### src/rtl/alu_pkg.sv
// Shared ALU definitions: opcodes, NZCV bit positions, default width.
// Imported by the exec stage, its interface and the datapath core.
package alu_pkg;

  localparam int ALU_WIDTH = 32;

  localparam int FLAG_N = 3;
  localparam int FLAG_Z = 2;
  localparam int FLAG_C = 1;
  localparam int FLAG_V = 0;

  typedef enum logic [2:0] {
    OP_ADD = 3'b000,
    OP_SUB = 3'b001,
    OP_RSB = 3'b010,
    OP_AND = 3'b011,
    OP_ORR = 3'b100,
    OP_EOR = 3'b101,
    OP_MOV = 3'b110,
    OP_MVN = 3'b111
  } alu_op_e;

  // Only add/sub family produces meaningful C and V.
  function automatic logic is_arith(
    input logic [2:0] op
  );
    return (op == OP_ADD) ||
           (op == OP_SUB) ||
           (op == OP_RSB);
  endfunction

endpackage

### src/rtl/alu_exec_stage_if.sv
// Handshake bundle of the ALU execute stage: upstream operands
// with valid/ready, downstream result/flags with valid/ready.
interface alu_exec_stage_if
  import alu_pkg::*;
#(
  parameter int WIDTH = ALU_WIDTH
);

  logic             in_valid;
  logic             in_ready;
  logic [2:0]       op;
  logic [WIDTH-1:0] a;
  logic [WIDTH-1:0] b;
  logic             set_flags;
  logic             out_valid;
  logic             out_ready;
  logic [WIDTH-1:0] result;
  logic [3:0]       flags;

  modport master (
    output in_valid,
    output op,
    output a,
    output b,
    output set_flags,
    output out_ready,
    input  in_ready,
    input  out_valid,
    input  result,
    input  flags
  );

  modport slave (
    input  in_valid,
    input  op,
    input  a,
    input  b,
    input  set_flags,
    input  out_ready,
    output in_ready,
    output out_valid,
    output result,
    output flags
  );

endinterface

### src/rtl/alu_exec_stage_core.sv
// Combinational ALU datapath: one shared adder serves ADD/SUB/RSB,
// logic and move ops bypass it. Produces raw N, Z, C, V.
module alu_core
  import alu_pkg::*;
#(
  parameter int WIDTH = ALU_WIDTH
) (
  input  logic [WIDTH-1:0] a_i,
  input  logic [WIDTH-1:0] b_i,
  input  logic [2:0]       op_i,
  output logic [WIDTH-1:0] result_o,
  output logic             n_o,
  output logic             z_o,
  output logic             c_o,
  output logic             v_o
);

  logic [WIDTH-1:0] x;
  logic [WIDTH-1:0] y;
  logic             cin;
  logic [WIDTH:0]   sum;
  logic [WIDTH-1:0] res;

  // Subtraction folds into the adder as x + ~y + 1.
  always_comb begin
    x   = a_i;
    y   = b_i;
    cin = 1'b0;
    unique case (1'b1)
      (op_i == OP_SUB): begin
        y   = ~b_i;
        cin = 1'b1;
      end
      (op_i == OP_RSB): begin
        x   = b_i;
        y   = ~a_i;
        cin = 1'b1;
      end
      default: ;
    endcase
  end

  assign sum = {1'b0, x}
             + {1'b0, y}
             + {{WIDTH{1'b0}}, cin};

  always_comb begin
    res = sum[WIDTH-1:0];
    unique case (1'b1)
      (op_i == OP_AND): res = a_i & b_i;
      (op_i == OP_ORR): res = a_i | b_i;
      (op_i == OP_EOR): res = a_i ^ b_i;
      (op_i == OP_MOV): res = b_i;
      (op_i == OP_MVN): res = ~b_i;
      default: ;
    endcase
  end

  assign result_o = res;
  assign n_o = res[WIDTH-1];
  assign z_o = (res == '0);
  assign c_o = sum[WIDTH];
  assign v_o = (x[WIDTH-1] == y[WIDTH-1]) &&
               (sum[WIDTH-1] != x[WIDTH-1]);

endmodule

### src/rtl/alu_exec_stage.sv
// ALU execute stage: one-deep result register behind a valid/ready
// handshake, plus the NZCV flag register.
module alu_exec_stage
  import alu_pkg::*;
#(
  parameter int WIDTH = ALU_WIDTH
) (
  input logic               clk,
  input logic               rst,
  alu_exec_stage_if.slave   bus
);

  logic             valid_q;
  logic             valid_d;
  logic [WIDTH-1:0] result_q;
  logic [WIDTH-1:0] result_d;
  logic [3:0]       flags_q;
  logic [3:0]       flags_d;

  logic [WIDTH-1:0] core_res;
  logic             core_n;
  logic             core_z;
  logic             core_c;
  logic             core_v;
  logic             in_ready;
  logic             accept;

  alu_core #(
    .WIDTH (WIDTH)
  ) u_core (
    .a_i      (bus.a),
    .b_i      (bus.b),
    .op_i     (bus.op),
    .result_o (core_res),
    .n_o      (core_n),
    .z_o      (core_z),
    .c_o      (core_c),
    .v_o      (core_v)
  );

  assign in_ready = !valid_q || bus.out_ready;
  assign accept   = bus.in_valid && in_ready;

  always_comb begin
    valid_d  = valid_q;
    result_d = result_q;
    flags_d  = flags_q;
    if (accept) begin
      valid_d  = 1'b1;
      result_d = core_res;
    end else if (bus.out_ready) begin
      valid_d = 1'b0;
    end
    // Logic ops keep the last arithmetic C and V.
    if (accept && bus.set_flags) begin
      flags_d[FLAG_N] = core_n;
      flags_d[FLAG_Z] = core_z;
      if (is_arith(bus.op)) begin
        flags_d[FLAG_C] = core_c;
        flags_d[FLAG_V] = core_v;
      end
    end
  end

  always_ff @(posedge clk) begin
    if (rst) begin
      valid_q  <= 1'b0;
      result_q <= '0;
      flags_q  <= 4'b0000;
    end else begin
      valid_q  <= valid_d;
      result_q <= result_d;
      flags_q  <= flags_d;
    end
  end

  assign bus.in_ready  = in_ready;
  assign bus.out_valid = valid_q;
  assign bus.result    = result_q;
  assign bus.flags     = flags_q;

endmodule
### src/flat_wrapper.sv
// flat-port wrapper written by rule: the top's interface ports become plain ports
module alu_exec_stage_flat import alu_pkg::*;
#(
  parameter int WIDTH = ALU_WIDTH
)
  (clk, rst, bus_in_valid, bus_op, bus_a, bus_b, bus_set_flags, bus_out_ready, bus_in_ready, bus_out_valid, bus_result, bus_flags);
  alu_exec_stage_if #(.WIDTH(WIDTH)) bus_i ();
  input logic clk;
  input logic rst;
  input wire logic [$bits(bus_i.in_valid)-1:0] bus_in_valid;
  input wire logic [$bits(bus_i.op)-1:0] bus_op;
  input wire logic [$bits(bus_i.a)-1:0] bus_a;
  input wire logic [$bits(bus_i.b)-1:0] bus_b;
  input wire logic [$bits(bus_i.set_flags)-1:0] bus_set_flags;
  input wire logic [$bits(bus_i.out_ready)-1:0] bus_out_ready;
  output wire logic [$bits(bus_i.in_ready)-1:0] bus_in_ready;
  output wire logic [$bits(bus_i.out_valid)-1:0] bus_out_valid;
  output wire logic [$bits(bus_i.result)-1:0] bus_result;
  output wire logic [$bits(bus_i.flags)-1:0] bus_flags;
  assign bus_i.in_valid = bus_in_valid;
  assign bus_i.op = bus_op;
  assign bus_i.a = bus_a;
  assign bus_i.b = bus_b;
  assign bus_i.set_flags = bus_set_flags;
  assign bus_i.out_ready = bus_out_ready;
  assign bus_in_ready = bus_i.in_ready;
  assign bus_out_valid = bus_i.out_valid;
  assign bus_result = bus_i.result;
  assign bus_flags = bus_i.flags;
  alu_exec_stage #(.WIDTH(WIDTH)) u_core (.clk(clk), .rst(rst), .bus(bus_i));
endmodule
### config.mk
export PLATFORM = sky130hd
export DESIGN_NAME = alu_exec_stage_flat
export DESIGN_NICKNAME = d
export VERILOG_FILES = /design/src/rtl/alu_pkg.sv /design/src/rtl/alu_exec_stage_if.sv /design/src/rtl/alu_exec_stage_core.sv /design/src/rtl/alu_exec_stage.sv /design/src/flat_wrapper.sv
export SDC_FILE = /design/constraint.sdc
export NUM_CORES = 1
export LEC_CHECK = 0
export ABC_AREA = 1
export CORE_MARGIN = 4
export CORE_UTILIZATION = 61
export CTS_CLUSTER_DIAMETER = 80
export DETAILED_ROUTE_END_ITERATION = 6
export GPL_ROUTABILITY_DRIVEN = 1
export PLACE_DENSITY_LB_ADDON = 0.15
export SLEW_MARGIN = 10
export SYNTH_ARGS = -nofsm -noshare
export SYNTH_HDL_FRONTEND = slang
export SYNTH_SLANG_ARGS = --single-unit
### constraint.sdc
create_clock -name clk -period 9.7 [get_ports clk]
set_input_delay 1.94 -clock clk [delete_from_list [all_inputs] [get_ports clk]]
set_output_delay 1.94 -clock clk [all_outputs]
set_load 0.05 [all_outputs]
==> results_dict.tcl <==
set metrics [dict create \
    r2r-start "u_core.bus.out_valid$_SDFFE_PP0P_" \
    crit_cells 29 \
    crit_buf_inv 5 \
    crit_top_cell "nand2_1" \
    cp_max_fo 36 \
    rows 39 \
    critPathSlowestCell "clkdlybuf4s50_1" \
    post_cts_resized 0 \
    rsz0062_at_grt "false" \
    critPathCapture "u_core.bus.flags[2]$_SDFFE_PP0P_" \
    cts_buffer_depth 2 \
    drt_wl_total_mm 23.2 \
    swShare_pct 47.9 \
    path_class "input pin to flop" \
    cts_tree "yes" \
    yosysSeqAreaShare_pct 10.3 \
    cp_top_family "simple AND/OR/NAND/NOR gates" \
    synth-main-ff-cell "dfxtp_1" \
    finalSetupViolations 0 \
    cp.required_ps 9910 \
    syn_area_um2 7170 \
    finalMaxSlewViolations 0 \
    gr-total-overflow 0 \
    path_clk_slew_ps 60 \
    numPortBuffers 109 \
    hold_class "flop to flop" \
    leakage_nw 4.37 \
    antenna_found_initial 0 \
    end_kind "flop" \
    worstPathArrival_ps 7230 \
    fillCellCount 1030 \
    synth_most_common_cell "nand2_1" \
    drt-wirelength-per-cell_um 16.2 \
    num_vias 8408 \
    fin_worst_skew_ps 7.21 \
    reg2regPathDepth 16 \
    syn_nets 1387 \
    min_period_ps 7010 \
    dr.pass1.iters 6 \
    first_iter_violations 723 \
    die-area_um2 13600 \
    ys_types 47 \
    max-slew-margin-rel_pct 27.7 \
    cts_max_level 2 \
    core_area_um2 11500 \
    drc_errors 0 \
    power_density_nw_per_um2 110 \
    cts_setup_buffers 0 \
    numCtsBuffers 5 \
    rr_endpoint "u_core.bus.flags[2]$_SDFFE_PP0P_" \
    drive_gt1_share_pct 5.34 \
    synth_edf_count 0 \
    drtAntennaViolNets 0 \
    synth_area_leaders "ha_1 (17%), nand2_1 (14%), inv_1 (11%), dfxtp_1 (10%), o21ai_0 (8.4%)" \
    die_w_um 116 \
    netlist.area_leader.share_pct 16.8 \
    cts_sinks 37 \
    globalRouteTotalUtil_pct 34.2 \
    syn_avg_cell_area_um2 5.89 \
    initial_core_util_pct 62.5 \
    die_h_um 116 \
    clock_latency_ps 290 \
    async_flop_share_pct 0 \
    period_share_pct 72.3 \
    gp_congestion 1.03 \
    yosys_register_bits 37 \
    maxCapViolCount 0 \
    yosys_warnings 0 \
    synthCells 1218 \
    syn_to_final_growth_pct 16.3 \
    cts_hold_buf 0 \
    ir_drop_v 0.000155 \
    max_stage_delay_ps 840 \
    yosysTopAreaCell "ha_1" \
    power.total_w 0.000915 \
    vias_per_cell 5.86 \
    grt_pass1_vias 7626 \
    internal_power_w 0.000476 \
    grt_first_pass_wirelength_mm 37.1 \
    dp_hpwl_mm 18.2 \
    tns_ps 0 \
    clock_power_share_pct 20.6 \
    fmax_mhz 143 \
    antennaDiodeCount 0 \
    crit_path_start "bus_op[2]" \
    outcome "completed" \
    cts_root_buf "clkbuf_16" \
    synth_common_cells "nand2_1 (275), inv_1 (203), nor2_1 (122)" \
    r2r_slack_ps 6960 \
    pwr-share-seq_pct 19.1 \
    grt_max_degree 59 \
    io_pins 110 \
    start_kind "input pin" \
    worst_slew_pin_slew_ps 1080 \
    hold_viol 0 \
    final_core_util_pct 72.7 \
    p_sw_w 0.000439 \
    nNetsFinal 1459 \
    p_comb_share_pct 60.3 \
]
## worst min path at each step
stage	cells past startpoint	slack, ps	from	end
2_1_floorplan	2	710	u_core.bus.flags[2]$_SDFFE_PP0P_	u_core.bus.flags[2]$_SDFFE_PP0P_
3_3_place_gp	2	480	u_core.bus.result[11]$_SDFFE_PP0P_	u_core.bus.result[11]$_SDFFE_PP0P_
3_5_place_dp	2	490	u_core.bus.result[17]$_SDFFE_PP0P_	u_core.bus.result[17]$_SDFFE_PP0P_
4_1_cts	2	500	u_core.bus.flags[0]$_SDFFE_PP0P_	u_core.bus.flags[0]$_SDFFE_PP0P_
5_1_grt	2	520	u_core.bus.flags[0]$_SDFFE_PP0P_	u_core.bus.flags[0]$_SDFFE_PP0P_
6_report	2	500	u_core.bus.flags[0]$_SDFFE_PP0P_	u_core.bus.flags[0]$_SDFFE_PP0P_
## per-layer routing
metal | global-route usage (%) | routed length (µm) | share of wire (%)
met5 | 0 | 0 | 0
met4 | 7.89 | 317 | 1.4
met3 | 8.19 | 2580 | 11
met2 | 52.2 | 9900 | 43
met1 | 48.6 | 10400 | 45
## cell usage in the layout, fill, tap and decap left out, drive strengths merged, types with 12 or more instances in the layout
master and count:
ha 96, a211oi 12, nand2 300, nor2 129, dfxtp 37, nand3 73
nand4 12, o22ai 39, o21ai 127, inv 210, o211ai 21, a21oi 67
clkdlybuf4s50 109
## final cells by class
class                      count  area, µm²  area share, %
inverter                     211        805           9.65
tap                          143        179           2.15
sequential                    37        741           8.88
timing repair buffer         112       1110           13.4
clock buffer                   6        129           1.55
clock inverter                 2       38.8          0.465
multi-input combinational    923       5340           64.0
## state kept, by name, summed over array words and instances (netlist names)
register and flops:
u_core.bus.out_valid 1, u_core.bus.flags 4, u_core.bus.result 32
## worst register-to-register path, stage by stage, from the launching register on
cell	delay (ps)
dfxtp_1	310
nand2_1	90
nand2_1	190
inv_1	100
buf_4	450
nand2_1	290
inv_1	190
nand3_1	140
nor2_1	110
nand3_1	80
nor3_1	160
nand2_1	90
nor2_1	100
nand3_1	80
nor2_1	100
nand2_1	70
a21oi_2	120
## power groups by stage
stage | Clock (W) | Combinational [W] | Sequential (W)
finish | 0.000189 | 0.000552 | 0.000175
global route | 0.000197 | 0.000608 | 0.000176
detailed placement | 0 | 0.000539 | 0.000177
CTS | 0.000190 | 0.000542 | 0.000175
global placement | 0 | 0.000533 | 0.000177
floorplan | 0 | 0.000331 | 0.000224
## cells by family (layout without fill, tap and decap cells)
family	Yosys count	in the layout	synth area share [%]
fa+ha+maj	97	97	17.0
buf+inv	258	331	15.4
compound gates	293	293	24.2
simple gates	533	533	33.1
flops	37	37	10.3
## per-stage QoR
step                      std cells  hold WS, ps  setup WS (ps)  instance area [µm²]
after floorplan                1218          706           4130                 7170
after global placement         1426          481           2690                 8170
after detailed placement       1426          485           2490                 8170
after CTS                      1434          500           2770                 8340
after global routing           1434          523           2240                 8340
final                          1434          499           2690                 8340
Note: power is estimated with default switching activity, not from simulation.
